**config.mk**
```make
export PLATFORM = sky130hd
export DESIGN_NAME = elevator_request_scheduler
export DESIGN_NICKNAME = d
export VERILOG_FILES = /design/src/rtl/elevator_request_scheduler.sv
export SDC_FILE = /design/constraint.sdc
export NUM_CORES = 1
export LEC_CHECK = 0
export BUFFER_PORTS_ARGS = -buffer_cell sky130_fd_sc_hd__buf_2
export CAP_MARGIN = 40
export CORE_MARGIN = 2
export CORE_UTILIZATION = 35
export CTS_BUF_LIST = sky130_fd_sc_hd__clkbuf_8
export DETAILED_ROUTE_END_ITERATION = 16
export SYNTH_ARGS = -nofsm -noshare
export SYNTH_HDL_FRONTEND = slang
export SYNTH_SLANG_ARGS = --single-unit
```
**constraint.sdc**
```tcl
create_clock -name clk -period 2.4 [get_ports clk]
set_input_delay 0.36 -clock clk [delete_from_list [all_inputs] [get_ports clk]]
set_output_delay 0.36 -clock clk [all_outputs]
set_load 0.02 [all_outputs]
```
**src/rtl/elevator_request_scheduler.sv**
```systemverilog
// SCAN request scheduler: latches floor presses into a pending bitmap and feeds the elevator FSM its next target.
// Optional door-dwell hold at each served floor is enabled by defining SCHED_DWELL_EN.
module elevator_request_scheduler #(
  parameter int NUM_FLOORS   = 10,
  parameter int DWELL_CYCLES = 15
) (
  input  logic        clk,
  input  logic        reset,
  input  logic [3:0]  req_floor,
  input  logic        req_valid,
  input  logic [3:0]  current_floor,
  output logic [3:0]  requested_floor,
  output logic [15:0] pending,
  output logic        dir_up,
  output logic        busy,
  output logic        door_open
);

  typedef enum logic [1:0] {IDLE, SERVE, DWELL} state_t;

  typedef struct packed {
    logic       hit;
    logic [3:0] floor;
    logic       dir_up;
  } sel_t;

  localparam logic [4:0] NF5 = 5'(NUM_FLOORS);

  state_t      state, state_n;
  sel_t        sel;
  logic [3:0]  requested_n;
  logic        dir_n;
  logic        arrive;
  logic        req_ok;
  logic [15:0] set_mask, clr_mask, pending_n;

  logic       up_ge_hit, up_gt_hit, dn_le_hit, dn_lt_hit;
  logic [3:0] up_ge, up_gt, dn_le, dn_lt;

  // Nearest pending floor on each side of the car; descending scans keep the lowest, ascending keep the highest.
  always_comb begin
    up_ge_hit = 1'b0; up_ge = '0;
    up_gt_hit = 1'b0; up_gt = '0;
    dn_le_hit = 1'b0; dn_le = '0;
    dn_lt_hit = 1'b0; dn_lt = '0;
    for (int f = 15; f >= 0; f--) begin
      if (pending[f] && 4'(f) >= current_floor) begin up_ge_hit = 1'b1; up_ge = 4'(f); end
      if (pending[f] && 4'(f) >  current_floor) begin up_gt_hit = 1'b1; up_gt = 4'(f); end
    end
    for (int f = 0; f < 16; f++) begin
      if (pending[f] && 4'(f) <= current_floor) begin dn_le_hit = 1'b1; dn_le = 4'(f); end
      if (pending[f] && 4'(f) <  current_floor) begin dn_lt_hit = 1'b1; dn_lt = 4'(f); end
    end
  end

  always_comb begin
    sel = '{hit: 1'b0, floor: requested_floor, dir_up: dir_up};
    if (dir_up) begin
      if (up_ge_hit)      sel = '{hit: 1'b1, floor: up_ge, dir_up: 1'b1};
      else if (dn_lt_hit) sel = '{hit: 1'b1, floor: dn_lt, dir_up: 1'b0};
    end else begin
      if (dn_le_hit)      sel = '{hit: 1'b1, floor: dn_le, dir_up: 1'b0};
      else if (up_gt_hit) sel = '{hit: 1'b1, floor: up_gt, dir_up: 1'b1};
    end
  end

  assign arrive = (state == SERVE) && (current_floor == requested_floor) && pending[requested_floor];

  // Presses at or above NUM_FLOORS never reach the bitmap, so its upper bits stay zero.
  always_comb begin
    req_ok = req_valid && ({1'b0, req_floor} < NF5);
`ifdef SCHED_DWELL_EN
    if (state == DWELL && req_floor == current_floor) req_ok = 1'b0;
`endif
  end

  assign set_mask  = req_ok ? (16'b1 << req_floor) : 16'b0;
  assign clr_mask  = arrive ? (16'b1 << requested_floor) : 16'b0;
  assign pending_n = (pending | set_mask) & ~clr_mask;

`ifdef SCHED_DWELL_EN
  localparam int         CW      = (DWELL_CYCLES > 1) ? $clog2(DWELL_CYCLES) : 1;
  localparam logic [CW-1:0] DW_LOAD = CW'(DWELL_CYCLES - 1);

  logic [CW-1:0] dwell_cnt;

  always_ff @(posedge clk) begin
    if (reset)                                dwell_cnt <= '0;
    else if (arrive)                          dwell_cnt <= DW_LOAD;
    else if (state == DWELL && dwell_cnt != 0) dwell_cnt <= dwell_cnt - 1'b1;
  end
`endif

  always_comb begin
    state_n     = state;
    requested_n = requested_floor;
    dir_n       = dir_up;
    case (state)
      IDLE: begin
        if (sel.hit) begin
          requested_n = sel.floor;
          dir_n       = sel.dir_up;
          state_n     = SERVE;
        end
      end
      SERVE: begin
        if (arrive) begin
`ifdef SCHED_DWELL_EN
          state_n = DWELL;
`else
          state_n = IDLE;
`endif
        end else if (!sel.hit) begin
          state_n = IDLE;
        end else begin
          requested_n = sel.floor;
          dir_n       = sel.dir_up;
        end
      end
      DWELL: begin
`ifdef SCHED_DWELL_EN
        if (dwell_cnt == 0) state_n = IDLE;
`else
        state_n = IDLE;
`endif
      end
      default: state_n = IDLE;
    endcase
  end

  always_ff @(posedge clk) begin
    if (reset) begin
      state           <= IDLE;
      requested_floor <= '0;
      pending         <= '0;
      dir_up          <= 1'b1;
    end else begin
      state           <= state_n;
      requested_floor <= requested_n;
      pending         <= pending_n;
      dir_up          <= dir_n;
    end
  end

  assign busy = (state != IDLE);

`ifdef SCHED_DWELL_EN
  assign door_open = (state == DWELL);
`else
  assign door_open = 1'b0;
`endif

endmodule
```
==> impl_metrics.json, run 1 <==
{
  "h-tree-depth": 1,
  "synthMuxAreaShare_pct": 4.35,
  "hpwl_mm": 8.59,
  "via_count": 3495,
  "outcome": "completed",
  "critPathCaptureType": "flop",
  "grt.total_usage_pct": 25.5,
  "setup_viol": 0,
  "wl_per_cell_um": 19.0,
  "power_density_mw_per_mm2": 310,
  "crit_slowest_cell": "o31a_1",
  "viasPerCell": 6.08,
  "avgSynthCellArea_um2": 7.18,
  "total_power_mw": 1.11,
  "ys_ff_latch": 22,
  "async_reset_ff_share_pct": 0,
  "overflow": 0,
  "min_period_over_period_pct": 97.3,
  "die_w_um": 92.9,
  "critPathLaunchType": "input port",
  "synth_top_family_by_area": "compound AO/OA/AOI/OAI gates",
  "die_area_mm2": 0.00862,
  "rr_startpoint": "pending[14]",
  "grt_pass1_wl_mm": 17.5,
  "max_cap_violations": 0,
  "start_util_pct": 36.0,
  "fp.dieH_um": 92.9,
  "min_path_cells": 4,
  "synth_nets": 396,
  "cts_tree": "built",
  "portBuffers": 32,
  "syn_area_mm2": 0.00276,
  "ios": 34,
  "clock_skew_ns": 0.00256,
  "diodes": 0,
  "post-route-util_pct": 46.5,
  "clk_pin_slew_ns": 0.08,
  "antenna_found_initial": 0,
  "final_layout_size_suffix_gt1_share_pct": 32.1,
  "synth_fa_ha_area_share_pct": 0.362,
  "grt_pass1_vias": 3365,
  "clock_latency_ns": 0.26,
  "cts_hold_buf": 0,
  "place_congestion": 0.996,
  "p_leak_nw": 1.47,
  "path_buf_inv": 2,
  "drc": 0,
  "hp-start": "req_floor[2]",
  "cp_cell_sequence": "clkbuf_4, buf_4, o31a_1, o21ai_1, and3_1, and2_1, nor3b_2, a21bo_1, a31oi_1",
  "relSlewSlack_pct": 67.3,
  "ant_nets": 0,
  "synth_compound_area_share_pct": 41.3,
  "path_delay_family": "compound AO/OA/AOI/OAI gates",
  "hold_end": "pending[8]",
  "max_clock_freq_ghz": 0.428,
  "finalHoldViolCount": 0,
  "r2r_slack_ns": 0.08,
  "fill_cells": 791,
  "critPathRequiredTime_ns": 2.57,
  "firstDrtPassIters": 4,
  "first_iter_violations": 396,
  "rows": 32,
  "grt_max_degree": 23,
  "fin_nets": 485,
  "clock_path_buffers": 2,
  "max-vdd-ir-drop_mv": 0.423,
  "worstPathArrival_ns": 2.50,
  "synth_simple_gate_area_share_pct": 27.0,
  "fin_crit_ns": 2.34,
  "crit_type": "input port to flop",
  "clock-sinks": 22,
  "worst_pin_slew_ns": 0.483,
  "synth_cells": 385,
  "wirelength_mm": 10.9,
  "synth-seq-area-share_pct": 15.9,
  "yosys_warnings": 0,
  "yosysUniqueCellTypes": 77,
  "slowest_delay_ns": 0.31,
  "regToRegEndpoint": "requested_floor[0]",
  "fin_ws_ns": 0.0645,
  "synth-edff-count": 0,
  "synth_top_flop_cell": "dfxtp_1",
  "reg2regPathDepth": 7,
  "core_mm2": 0.00769,
  "pre_cts_ws_ns": -0.150,
  "areaGrowthSynthToFinish_pct": 29.4,
  "cts_buffers": 3,
  "synth_xor_xnor_area_share_pct": 0.951,
  "holdCritPathClass": "input port to flop",
  "cp_max_fo": 20,
  "root_buffer": "clkbuf_8",
  "timing_max_transition_violations_final": 0
}
==> routing by layer <==
metal | track usage (%) | up-vias | share of wire [%]
met3 | 2.44 | 24 | 6.9
li1 | - | 1630 | -
met2 | 41.2 | 184 | 45
met5 | 0 | - | 0
met4 | 8.46 | 0 | 2.5
met1 | 35.4 | 1657 | 46
==> synth_stat cells, types with 4 or more instances <==
library cell | number | share of area, %
dfxtp_1 | 22 | 16
a22oi_1 | 5 | 1.4
nor2_1 | 31 | 4.2
and2_1 | 6 | 1.4
a211oi_1 | 13 | 3.5
a21o_1 | 7 | 1.9
o21ai_1 | 5 | 0.91
nand4_1 | 5 | 1.1
mux4_2 | 4 | 3.3
nor3_1 | 7 | 1.3
nand3_1 | 7 | 1.3
and3_1 | 4 | 0.91
nand2b_1 | 8 | 1.8
o21ai_0 | 23 | 4.2
or2_2 | 4 | 0.91
o22ai_1 | 4 | 0.91
nor2b_1 | 17 | 3.8
a31oi_1 | 9 | 2.0
a311oi_1 | 4 | 1.3
a21oi_1 | 36 | 6.5
inv_1 | 12 | 1.6
o211ai_1 | 8 | 2.2
nand2_1 | 31 | 4.2
clkbuf_1 | 16 | 2.2
buf_2 | 10 | 1.8
a32oi_1 | 5 | 1.6
buf_6 | 8 | 3.3
==> power breakdown <==
part	internal (mW)	switching, mW
sequential	0.380	0.0286
clock	0.146	0.119
combinational	0.190	0.246
==> registers in the layout, summed over array words and instances (netlist names) <==
name	count
pending	16
requested_floor	4
dir_up	1
state	1
==> metrics by stage <==
step	area, um^2	hold slack, ns	cells	TNS, ns
2_1_floorplan	2760	0.444	385	0
3_3_place_gp	3500	0.512	570	-0.304
3_5_place_dp	3500	0.515	570	-0.368
4_1_cts	3560	0.477	574	0
5_1_grt	3580	0.502	575	-0.00502
6_report	3580	0.476	575	0
==> layout by cell type (no fill, tap or decap), types with 5 or more instances in the layout <==
cell | netlist | final
a21o_1 | 7 | 7
and2_1 | 6 | 6
nor2_1 | 31 | 31
nand2b_1 | 8 | 8
buf_4 | 3 | 89
inv_1 | 12 | 12
a31oi_1 | 9 | 9
nor3_1 | 7 | 7
nand3_1 | 7 | 7
buf_2 | 10 | 31
nor2b_1 | 17 | 17
o21ai_1 | 5 | 5
dfxtp_1 | 22 | 21
nand4_1 | 5 | 5
nand2_1 | 31 | 31
a21oi_1 | 36 | 36
o21ai_0 | 23 | 23
a211oi_1 | 13 | 13
a22oi_1 | 5 | 5
a32oi_1 | 5 | 5
o211ai_1 | 8 | 8
==> area by class of cell <==
| cell class | instances | area, um^2 | area share (%) |
|---|---|---|---|
| inverters | 13 | 48.8 | 1.36 |
| well taps | 102 | 128 | 3.57 |
| clock buffers | 4 | 55.1 | 1.54 |
| multi-input cells | 312 | 2050 | 57.4 |
| flip-flops and latches | 22 | 442 | 12.4 |
| repair buffers | 122 | 851 | 23.8 |
==> worst reg2reg max path: stages, from the launching register on <==
cell and delay [ns]:
dfxtp_1 0.55, inv_1 0.17, or2_4 0.29, nand4_1 0.10
and4b_4 0.23, a311o_2 0.46, a211oi_1 0.23, a31oi_1 0.15
==> worst max path at each step <==
stage	startpoint	cells after the start	to	slack (ns)
after floorplan	requested_floor[0]	7	requested_floor[2]	0.13
after global placement	current_floor[0]	9	requested_floor[0]	-0.15
after detailed placement	current_floor[0]	9	requested_floor[0]	-0.15
after CTS	current_floor[0]	9	requested_floor[0]	0.10
after global routing	current_floor[0]	9	requested_floor[0]	-0.005
final	current_floor[0]	9	requested_floor[0]	0.06
==> repair_timing <==
action	CTS	global route
setup endpoints to repair	0	2
resized for setup	0	3
buffers inserted	0	1
==> kinds of logic after synthesis <==
logic type               count (synthesis)
AO/OA/AOI/OAI                          163
AND/OR/NAND/NOR                        137
buffers and inverters                   51
flip-flops                              22
multiplexers                             7
XOR/XNOR                                 3
adder cells (fa/ha/maj)                  1
other                                    1
No activity file was read; power rests on OpenSTA's default activity.
==> run 2, diff against run 1 <==
Settings changed: CORE_ASPECT_RATIO from default to 2, CORE_MARGIN 2 to 1, SETUP_SLACK_MARGIN from default to 0.1.
==> impl_metrics.json, run 2 (synthesis gave the netlist of run 1 again) <==
{
  "min_path_cells": 4,
  "place_congestion": 0.960,
  "cp_max_fo": 14,
  "areaGrowthSynthToFinish_pct": 35.7,
  "slowest_delay_ns": 0.38,
  "crit_slowest_cell": "a311o_2",
  "regToRegEndpoint": "requested_floor[1]",
  "hpwl_mm": 9.64,
  "rows": 45,
  "r2r_slack_ns": 0.18,
  "tns_ns": 0,
  "clock_skew_ns": 0.00216,
  "grt_max_degree": 23,
  "layout_common_cells": "92 x buf_4, 35 x a21oi_1, 31 x nand2_1, 31 x buf_2, 30 x nor2_1",
  "viasPerCell": 6.17,
  "grt_setup_unrepaired": "yes",
  "reg2regPathDepth": 7,
  "regMostFlops": "pending",
  "hold-worst-slack_ns": 0.474,
  "max-vdd-ir-drop_mv": 0.413,
  "critPathRequiredTime_ns": 2.56,
  "grt_pass1_wl_mm": 18.5,
  "wl_per_cell_um": 21.0,
  "ant_nets": 0,
  "ios": 34,
  "numPlacedInstances": 569,
  "root_buffer": "clkbuf_8",
  "timing_max_transition_violations_final": 0,
  "min_period_over_period_pct": 93.6,
  "mostFrequentLayoutCell": "buf_4",
  "cp_cell_sequence": "clkbuf_4, buf_4, nor2b_1, o21ai_0, buf_4, a21boi_1, and2_0, a311o_2, buf_4, a32o_1",
  "finalHoldViolCount": 0,
  "power_density_mw_per_mm2": 296,
  "firstDrtPassIters": 4,
  "total_power_mw": 1.11,
  "wirelength_mm": 12.0,
  "grt.total_usage_pct": 30.1,
  "path_buf_inv": 4,
  "first_iter_violations": 225,
  "clock_path_buffers": 2,
  "outcome": "completed",
  "critPathCaptureType": "flop",
  "clock_latency_ns": 0.27,
  "diodes": 0,
  "cts_setup_buffers": 0,
  "max_cap_violations": 0,
  "fin_crit_ns": 2.25,
  "via_count": 3529,
  "critPathLaunchType": "input port",
  "fp.dieH_um": 128,
  "crit_end": "requested_floor[1]",
  "path_delay_family": "compound AO/OA/AOI/OAI gates",
  "setup_viol": 0,
  "portBuffers": 32,
  "worst_pin_slew_ns": 0.555,
  "cp.depth": 10,
  "overflow": 0,
  "clk_pin_slew_ns": 0.07,
  "clock-sinks": 22,
  "final_cells": 572,
  "crit_type": "input port to flop",
  "max_clock_freq_ghz": 0.445,
  "worstPathArrival_ns": 2.41,
  "final_layout_size_suffix_gt1_share_pct": 37.4,
  "cp_common_cell": "buf_4",
  "grt_pass1_vias": 3434,
  "relSlewSlack_pct": 63.0,
  "die_w_um": 64.8,
  "drc": 0,
  "antenna_found_initial": 0,
  "rr_startpoint": "pending[7]",
  "cts_tree": "built",
  "core_mm2": 0.00760,
  "h-tree-depth": 1,
  "die_area_mm2": 0.00828,
  "largest_reg_flops": 16,
  "p_leak_nw": 1.53,
  "cts_buffers": 3,
  "critPathLaunch": "current_floor[0]",
  "fin_nets": 491,
  "start_util_pct": 36.4,
  "holdCritPathClass": "input port to flop",
  "reg_top3": "pending: 16 flops, requested_floor: 4 flops"
}
## run 2: tightest hold or removal path: stages
cell and delay, ns:
buf_2 0.09, inv_1 0.06, a31oi_1 0.13, a211oi_1 0.06
## run 2: through the flow
| stage | utilization [%] | area [um^2] | setup WS (ns) |
|---|---|---|---|
| 6_report | 49.3 | 3750 | 0.153 |
| 3_3_place_gp | 47.2 | 3580 | -0.240 |
| 2_1_floorplan | - | 2760 | 0.132 |
| 4_1_cts | 48.0 | 3650 | 0.103 |
| 3_5_place_dp | 47.2 | 3580 | -0.251 |
| 5_1_grt | 49.3 | 3750 | 0.0926 |
## run 2: cell type report
| class | count | area (um^2) |
|---|---|---|
| Fill cell | 762 | 3850 |
| Tap cell | 94 | 118 |
| Multi-Input combinational cell | 312 | 2150 |
| Inverter | 13 | 48.8 |
| Sequential cell | 22 | 454 |
| Clock buffer | 3 | 41.3 |
| Timing Repair Buffer | 128 | 933 |
## run 2: how the worst min path moves through the flow
stage,start,endpoint,slack [ns]
2_1_floorplan,reset,state[0],0.44
4_1_cts,req_floor[2],pending[9],0.47
3_5_place_dp,pending[10],pending[10],0.54
5_1_grt,req_floor[2],pending[9],0.50
6_report,req_floor[2],pending[8],0.47
3_3_place_gp,requested_floor[3],requested_floor[3],0.53
## run 2: power by group
part | internal (mW) | leakage, nW | switching, mW
Combinational | 0.205 | 1.32 | 0.254
Sequential | 0.381 | 0.183 | 0.0389
Clock | 0.112 | 0.0216 | 0.119
Total | 0.698 | 1.53 | 0.411
## run 2: per-layer routing
| metal | up-vias | track usage (%) | share of wire, % |
|---|---|---|---|
| met3 | 62 | 2.31 | 4.2 |
| met2 | 161 | 55.8 | 54 |
| li1 | 1643 | - | - |
| met4 | 0 | 26.5 | 9.2 |
| met5 | - | 0 | 0 |
| met1 | 1663 | 28.4 | 32 |
## run 2: what timing repair did
| item | in CTS | in global routing |
|---|---|---|
| hold buffers | 0 | 0 |
| endpoints found under the hold margin | 0 | 0 |
| pin swaps | 0 | 2 |
| endpoints found under the setup margin | 12 | 4 |
| resized for setup | 7 | 26 |
==> run 3, diff against run 2 <==
Settings changed: CTS_BUF_LIST sky130_fd_sc_hd__clkbuf_8 to default, REMOVE_ABC_BUFFERS from default to 1.
Clock period 2.4 ns to 2.34 ns, I/O delays scaled along.
==> impl_metrics.json, run 3 (synthesis gave the netlist of run 1 again) <==
{
  "power_density_mw_per_mm2": 327,
  "worstPathArrival_ns": 2.42,
  "min_period_over_period_pct": 94.9,
  "die_w_um": 64.8,
  "start_util_pct": 36.4,
  "clock_skew_ns": 0.00372,
  "power.share.switching_pct": 33.5,
  "hold-worst-slack_ns": 0.469,
  "overflow": 0,
  "wl_per_cell_um": 20.1,
  "place_congestion": 0.990,
  "h-tree-depth": 1,
  "clock_latency_ns": 0.26,
  "crit_slowest_cell": "mux4_2",
  "combPwrFrac_pct": 39.7,
  "worst_pin_slew_ns": 0.494,
  "fin_crit_ns": 2.22,
  "core_mm2": 0.00760,
  "layout_common_cells": "117 x buf_4, 36 x a21oi_1, 31 x nor2_1, 31 x nand2_1, 28 x buf_2",
  "total_power_mw": 1.30,
  "rr_startpoint": "pending[12]",
  "max-vdd-ir-drop_mv": 0.464,
  "firstDrtPassIters": 5,
  "timing_max_transition_violations_final": 0,
  "outcome": "completed",
  "grt_setup_unrepaired": "yes",
  "via_count": 3623,
  "grt.total_usage_pct": 29.4,
  "hpwl_mm": 9.56,
  "root_buffer": "clkbuf_16",
  "regToRegEndpoint": "requested_floor[2]",
  "largest_reg_flops": 16,
  "clock-sinks": 22,
  "clk_pin_slew_ns": 0.06,
  "critPathRequiredTime_ns": 2.54,
  "die_area_mm2": 0.00828,
  "max_clock_freq_ghz": 0.450,
  "holdCritPathClass": "input port to flop",
  "hp-start": "req_floor[2]",
  "critPathCaptureType": "flop",
  "ant_nets": 0,
  "fill_cells": 766,
  "drc": 0,
  "areaGrowthSynthToFinish_pct": 43.5,
  "diodes": 0,
  "antenna_found_initial": 0,
  "relSlewSlack_pct": 66.7,
  "critPathLaunch": "pending[12]",
  "slowest_delay_ns": 0.53,
  "fin_nets": 520,
  "r2r_slack_ns": 0.12,
  "grt_pass1_wl_mm": 18.4,
  "power_frac_seq_pct": 32.6,
  "wirelength_mm": 12.1,
  "max_cap_violations": 0,
  "critPathLaunchType": "flop",
  "crit_type": "flop to flop",
  "rows": 45,
  "regArea_um2": 448,
  "cp_cell_sequence": "mux4_2, mux2i_1, nor4_1, buf_4, a311o_2, a221o_1, a21oi_2",
  "switching_power_uw": 435,
  "fp.dieH_um": 128,
  "hold_end": "pending[8]",
  "p_leak_nw": 1.69,
  "regMostFlops": "pending",
  "mostFrequentLayoutCell": "buf_4",
  "cts_buffers": 3,
  "ios": 34,
  "power.share.clock_pct": 27.8,
  "reg_top3": "pending: 16 flops, requested_floor: 4 flops",
  "cts_tree": "built",
  "grt_pass1_vias": 3548,
  "first_iter_violations": 255,
  "multi_input_area_mm2": 0.00209,
  "reg2regPathDepth": 7,
  "grt_max_degree": 23,
  "clock_path_buffers": 2,
  "portBuffers": 32,
  "finalHoldViolCount": 0,
  "setup_viol": 0,
  "p_int_uw": 861,
  "min_path_cells": 4,
  "viasPerCell": 6.03,
  "final_layout_size_suffix_gt1_share_pct": 38.9,
  "cp_max_fo": 7
}
[run 3: worst max-delay path by stage]
stage | endpoint | slack, ns | depth (start not counted)
6_report | requested_floor[2] | 0.12 | 7
5_1_grt | requested_floor[0] | 0.02 | 11
4_1_cts | requested_floor[0] | 0.11 | 7
3_5_place_dp | requested_floor[0] | -0.21 | 9
3_3_place_gp | requested_floor[2] | -0.20 | 9
2_1_floorplan | requested_floor[2] | 0.04 | 6
[run 3: worst max-delay path: cells and delay by family (launching register included)]
kind | cells | cell delay [ns]
buffers and inverters | 1 | 0.15
muxes | 2 | 0.70
and+or+nand+nor | 1 | 0.08
DFF | 1 | 0.41
AOI/OAI and AO/OA | 3 | 0.82
[run 3: area by class of cell]
cell class	count	area share, %
clock buffers	3	1.89
inverters	13	1.23
multi-input cells	312	52.7
flip-flops and latches	22	11.3
well taps	94	2.97
repair buffers	157	29.9
[run 3: timing repair]
| action | CTS | global route |
|---|---|---|
| gates cloned | 0 | 1 |
| pin swaps | 0 | 7 |
| hold buffers | 0 | 0 |
| gates resized for setup | 4 | 25 |
| buffers inserted | 0 | 7 |
| endpoints found under the setup margin | 3 | 9 |
[run 3: metal layers]
layer  GRT usage [%]  vias to the layer above  wire [um]
li1                -                     1705          -
met1            29.8                     1702       4110
met2            52.0                      157       6290
met3            2.49                       59        589
met4            25.8                        0       1090
met5               0                        -          0
[run 3: stage by stage]
| step | std cells | util, % | worst slack (ns) | TNS (ns) | area [um^2] |
|---|---|---|---|---|---|
| after floorplan | 347 | - | 0.0450 | 0 | 2540 |
| after global placement | 590 | 48.9 | -0.197 | -0.509 | 3720 |
| after detailed placement | 590 | 48.9 | -0.212 | -0.607 | 3720 |
| after CTS | 593 | 50.1 | 0.112 | 0 | 3800 |
| after global routing | 601 | 52.2 | 0.0223 | 0 | 3970 |
| final | 601 | 52.2 | 0.120 | 0 | 3970 |
[run 3: power groups by stage]
stage | Combinational (mW) | Sequential, mW | Clock, mW
after floorplan | 0.180 | 0.447 | 0
after detailed placement | 0.468 | 0.427 | 0
after global placement | 0.463 | 0.428 | 0
after CTS | 0.472 | 0.419 | 0.370
after global routing | 0.549 | 0.424 | 0.378
final | 0.514 | 0.422 | 0.360
